File: src/rtl/pc_ctrl_pkg.sv
// Shared encodings for the fetch-side PC sequencing controller.
package pc_ctrl_pkg;

  typedef enum logic [1:0] {
    ST_RUN      = 2'd0,
    ST_REDIRECT = 2'd1,
    ST_FLUSH    = 2'd2,
    ST_HALT     = 2'd3
  } state_e;

  localparam logic PC_SEL_SEQ   = 1'b0;
  localparam logic PC_SEL_REDIR = 1'b1;

endpackage

File: src/rtl/pc_flow_ctrl_sat_counter.sv
// Saturating up-counter: holds at all-ones instead of wrapping.
module sat_counter #(
  parameter int W = 8
) (
  input  logic         clk,
  input  logic         reset,
  input  logic         inc,
  output logic [W-1:0] count
);

  localparam logic [W-1:0] ONE = {{(W-1){1'b0}}, 1'b1};

  logic [W-1:0] count_q, count_d;

  always_comb begin
    count_d = count_q;
    if (inc && (count_q != {W{1'b1}})) count_d = count_q + ONE;
  end

  always_ff @(posedge clk) begin
    if (reset) count_q <= '0;
    else       count_q <= count_d;
  end

  assign count = count_q;

endmodule

File: src/rtl/pc_flow_ctrl.sv
// PC advance/hold/redirect sequencer with IF/ID and ID/EX stall/flush controls.
// Moore outputs per state; only the RUN-state load-use stall is Mealy.
module pc_flow_ctrl
  import pc_ctrl_pkg::*;
#(
  parameter int PC_W        = 16,
  parameter int FLUSH_SLOTS = 2,
  parameter int CNT_W       = 8
) (
  input  logic             clk,
  input  logic             reset,
  input  logic             load_use_hazard,
  input  logic             br_resolved,
  input  logic             BrTaken,
  input  logic [PC_W-1:0]  br_target,
  input  logic             halt_req,
  output logic             pc_we,
  output logic             pc_sel,
  output logic [PC_W-1:0]  redirect_pc,
  output logic             ifid_we,
  output logic             ifid_flush,
  output logic             idex_flush,
  output logic             halted,
  output logic [CNT_W-1:0] stall_cnt,
  output logic [CNT_W-1:0] redirect_cnt
);

  state_e          state_q, state_d;
  logic [2:0]      flush_cnt_q, flush_cnt_d;
  logic            halt_pend_q, halt_pend_d;
  logic [PC_W-1:0] redir_pc_q, redir_pc_d;
  logic            stall_inc, redir_inc;
  logic            taken;

  assign taken = br_resolved & BrTaken;

  always_comb begin
    state_d     = state_q;
    flush_cnt_d = flush_cnt_q;
    halt_pend_d = halt_pend_q;
    redir_pc_d  = redir_pc_q;
    pc_we       = 1'b1;
    pc_sel      = PC_SEL_SEQ;
    ifid_we     = 1'b1;
    ifid_flush  = 1'b0;
    idex_flush  = 1'b0;
    halted      = 1'b0;
    stall_inc   = 1'b0;
    redir_inc   = 1'b0;

    case (state_q)
      ST_RUN: begin
        if (taken) begin
          // Taken branch outranks both the stall and a halt; the halt waits.
          redir_pc_d = br_target;
          state_d    = ST_REDIRECT;
          if (halt_req) halt_pend_d = 1'b1;
        end else begin
          if (load_use_hazard) begin
            pc_we      = 1'b0;
            ifid_we    = 1'b0;
            idex_flush = 1'b1;
            stall_inc  = 1'b1;
          end
          if (halt_req || halt_pend_q) begin
            state_d     = ST_HALT;
            halt_pend_d = 1'b0;
          end
        end
      end
      ST_REDIRECT: begin
        pc_sel      = PC_SEL_REDIR;
        ifid_flush  = 1'b1;
        idex_flush  = 1'b1;
        redir_inc   = 1'b1;
        halt_pend_d = halt_pend_q | halt_req;
        if (FLUSH_SLOTS == 1) begin
          state_d = ST_RUN;
        end else begin
          state_d     = ST_FLUSH;
          flush_cnt_d = 3'(FLUSH_SLOTS - 1);
        end
      end
      ST_FLUSH: begin
        ifid_flush  = 1'b1;
        idex_flush  = 1'b1;
        halt_pend_d = halt_pend_q | halt_req;
        flush_cnt_d = flush_cnt_q - 3'd1;
        if (flush_cnt_q == 3'd1) state_d = ST_RUN;
      end
      ST_HALT: begin
        pc_we      = 1'b0;
        ifid_we    = 1'b0;
        ifid_flush = 1'b1;
        idex_flush = 1'b1;
        halted     = 1'b1;
      end
      default: state_d = ST_RUN;
    endcase
  end

  always_ff @(posedge clk) begin
    if (reset) begin
      state_q     <= ST_RUN;
      flush_cnt_q <= 3'd0;
      halt_pend_q <= 1'b0;
      redir_pc_q  <= '0;
    end else begin
      state_q     <= state_d;
      flush_cnt_q <= flush_cnt_d;
      halt_pend_q <= halt_pend_d;
      redir_pc_q  <= redir_pc_d;
    end
  end

  assign redirect_pc = redir_pc_q;

  sat_counter #(.W(CNT_W)) u_stall_cnt (
    .clk   (clk),
    .reset (reset),
    .inc   (stall_inc),
    .count (stall_cnt)
  );

  sat_counter #(.W(CNT_W)) u_redirect_cnt (
    .clk   (clk),
    .reset (reset),
    .inc   (redir_inc),
    .count (redirect_cnt)
  );

endmodule

File: config.mk
export PLATFORM = sky130hd
export DESIGN_NAME = pc_flow_ctrl
export DESIGN_NICKNAME = d
export VERILOG_FILES = /design/src/rtl/pc_ctrl_pkg.sv /design/src/rtl/pc_flow_ctrl_sat_counter.sv /design/src/rtl/pc_flow_ctrl.sv
export SDC_FILE = /design/constraint.sdc
export NUM_CORES = 1
export LEC_CHECK = 0
export BUFFER_PORTS_ARGS = -buffer_cell sky130_fd_sc_hd__buf_2
export CAP_MARGIN = 20
export CORE_MARGIN = 4
export CORE_UTILIZATION = 54
export CTS_CLUSTER_DIAMETER = 200
export CTS_CLUSTER_SIZE = 40
export DETAILED_ROUTE_END_ITERATION = 10
export GPL_ROUTABILITY_DRIVEN = 1
export PLACE_DENSITY = 0.84
export SLEW_MARGIN = 30
export SYNTH_ARGS = -nofsm -noshare
export SYNTH_HDL_FRONTEND = slang
export SYNTH_HIERARCHICAL = 1
export SYNTH_SLANG_ARGS = --single-unit
File: constraint.sdc
create_clock -name clk -period 2.7 [get_ports clk]
set_clock_uncertainty 0.05 [all_clocks]
set_input_delay 0.405 -clock clk [delete_from_list [all_inputs] [get_ports clk]]
set_output_delay 0.405 -clock clk [all_outputs]
set_load 0.01 [all_outputs]
==> flow_summary.toml <==
[timing]
setup_viol = 0
post-route-min-period_ns = 2.361
setup_tns_ns = 0
worst_pin_slew_ns = 0.7125
rsz0062_at_grt = "no"
slew_headroom_pct = 52.50
drv_slew = 0
hold_violations = 0
post-route-period-util_pct = 87.46
max_freq_mhz = 423.5
hold_ws_ns = 0.2404

[die]
start_util_pct = 55.98
rows = 21
die_width_um = 66.82
io_pins = 60
core_um2 = 3337
die_y_um = 66.82
die_area_um2 = 4464

[layout]
layout.area.seq_um2 = 760.7
finalNonFillerCells = 317
area_delta_synth_final_pct = 18.55
fillers = 327
diodes = 0
multiInputGateArea_um2 = 1012
num-nets-final = 304
fin_util_pct = 66.37
drive_above_1_share_pct = 28.41

[global_routing]
grt_max_degree = 41
grt_util_met2_pct = 31.56
grt_overflow_total = 0
antenna_found_initial = 0
met1_usage_pct = 23.52
grt.total_usage_pct = 18.82
grt_pass1_vias = 1532
gr-usage-met3_pct = 3.541
grt_pass1_wl_um = 6555
busiest_layer = "met2"

[clocking]
cts-root-buf = "clkbuf_4"
cts_resized = 0
clock-sinks = 38
cts_tree = "yes"
postCtsHoldBufs = 0
path_clk_slew_ns = 0.10
post_cts_buffers = 0
cts_buffers = 5
clockBufferDepth = 2
h-tree-depth = 2
insertion_delay_ns = 0.34

[synthesis]
syn_nets = 246
syn_area_per_cell_um2 = 8.729
syn-instance-count = 214
yosysSeqAreaShare_pct = 40.72
ys_seq_elements = 38
ys_warn_count = 6
yosysUniqueCellTypes = 39
syn_area_um2 = 1868

[worst_setup_path]
crit_path_cell_trace = "inv_1 > ha_1 > a21boi_2 > and2_1 > a21oi_1 > buf_2"
cp_data_arrival_time_ns = 1.91
required_ns = 2.25
cp-end-kind = "output pin"
startpoint_type = "flop"
critical-path-max-stage-delay_ns = 0.36
crit_slowest_cell = "dfxtp_1"
crit_fanout = 7
crit_type = "flop to output pin"

[route]
viasPerCell = 5.363
drt_iter0_drc = 104
drc = 0
wire_per_inst_um = 12.84
ant_nets = 0
vias = 1700
drtPass1Iterations = 4
wirelength_um = 4069

[outcome]
run_status = "finished clean"

[power_and_ir_drop]
vdd_ir_drop_max_mv = 0.5416
p_per_area_nw_per_um2 = 688.1
finalPower_mw = 1.524
power_leakage_nw = 0.9837

[worst_hold_path]
hp-class = "input port to flop"

[place]
place.gp.congestion = 0.7999
dpl.hpwl_um = 2919
dp.cells = 311
portBuffers = 59

[run]
drv_cap = 0
-- power by group --
part	switching, mW	total (mW)	internal, mW
logic	0.307	0.550	0.243
registers	0.0559	0.685	0.629
clock network	0.172	0.289	0.117
total	0.534	1.52	0.989
-- final cells by class --
class / count / area share, %
clock buffer: 6 / 2.316
inverter: 10 / 1.695
multi-input combinational: 158 / 45.71
timing repair buffer: 59 / 13.33
tap: 46 / 2.599
sequential: 38 / 34.35
-- cell usage after synthesis --
cell	instances	area, um^2
nand2b_1	4	25.02
mux2_1	1	11.26
o21ai_1	2	10.01
a31oi_1	2	12.51
buf_2	1	5.000
mux2i_1	3	30.03
o311a_1	2	20.02
a311o_1	1	10.01
a221oi_4	1	26.28
and4_1	4	35.03
a21boi_2	1	11.26
a21boi_0	2	15.01
buf_4	3	22.52
o21bai_1	4	30.03
and3_1	1	6.260
a211oi_1	4	30.03
nand2_1	46	172.7
ha_1	10	125.1
dfxtp_1	38	760.7
and2_1	1	6.260
a221oi_1	1	8.760
a21oi_1	29	145.1
inv_1	10	37.54
nand3b_1	1	7.510
and3_4	2	22.52
or3_2	2	15.01
o21ai_0	3	15.01
buf_6	2	22.52
nor3_1	4	20.02
clkbuf_1	2	7.510
nand3_1	6	30.03
and2b_2	2	17.52
a21boi_4	2	37.54
mux2_4	2	30.03
a311oi_1	2	17.52
nor2_1	6	22.52
nand4_1	4	25.02
nor2b_1	2	12.51
nand4b_1	1	8.760
-- per-layer routing --
layer	vias to the layer above	part of all wire (%)	wire length [um]
met1	776	44	1805
li1	868	-	-
met5	-	0	0
met2	50	49	1992
met3	6	5.6	228
met4	0	1.1	43
-- registers in the layout, summed over array words and instances, names as in the netlist --
name and cells:
redirect_pc 16, u_redirect_cnt/count 8, u_stall_cnt/count 8, flush_cnt_q 3, state_q 2, halt_pend_q 1
-- worst max-delay path: cells and delay by family (launching register included) --
family          cells  cell delay, ns
compound gates      2            0.37
fa+ha+maj           1            0.23
simple gates        1            0.31
flops               1            0.36
buf+inv             2            0.30
-- cells by family (layout without fill, tap and decap cells) --
| kind of cell | after synthesis | after routing | share of synthesized area [%] |
|---|---|---|---|
| muxes | 6 | 6 | 3.818 |
| DFF | 38 | 38 | 40.72 |
| AOI/OAI and AO/OA | 56 | 56 | 20.83 |
| adders and majority gates | 10 | 10 | 6.698 |
| and+or+nand+nor | 86 | 86 | 22.84 |
| buffers and inverters | 18 | 75 | 5.090 |
-- worst paths after layout --
check	depth (start not counted)	slack, ns	endpoint	startpoint
worst min-delay path	3	0.24	redirect_pc[8]$_SDFFE_PP0P_	br_target[8]
worst max register to register	7	0.58	u_stall_cnt/count[3]$_SDFFE_PP0P_	state_q[0]$_SDFFE_PP0P_
worst max-delay path	6	0.34	ifid_we	state_q[0]$_SDFFE_PP0P_
worst min register to register	2	0.41	redirect_pc[12]$_SDFFE_PP0P_	redirect_pc[12]$_SDFFE_PP0P_
-- layout by cell type, fill, tap and decap left out, drive strengths merged --
| cell type | n |
|---|---|
| buf | 59 |
| nand2 | 46 |
| dfxtp | 38 |
| a21oi | 29 |
| inv | 10 |
| ha | 10 |
| nand3 | 6 |
| nor2 | 6 |
| clkbuf | 6 |
| o21ai | 5 |
| a21boi | 5 |
| nand2b | 4 |
| and4 | 4 |
| nand4 | 4 |
| nor3 | 4 |
| o21bai | 4 |
| a211oi | 4 |
| mux2i | 3 |
| and3 | 3 |
| mux2 | 3 |
| nor2b | 2 |
| or3 | 2 |
| and2b | 2 |
| o311a | 2 |
| a31oi | 2 |
| a311oi | 2 |
| a221oi | 2 |
| and2 | 1 |
| nand3b | 1 |
| a311o | 1 |
| nand4b | 1 |
-- per-stage QoR --
stage / area (um^2) / worst slack (ns)
5_1_grt: 2215 / 0.2031
6_report: 2215 / 0.3387
3_3_place_gp: 2163 / 0.7169
4_1_cts: 2215 / 0.3537
3_5_place_dp: 2163 / 0.6155
2_1_floorplan: 1868 / 0.7439
Note: power is estimated with default switching activity, not from simulation.
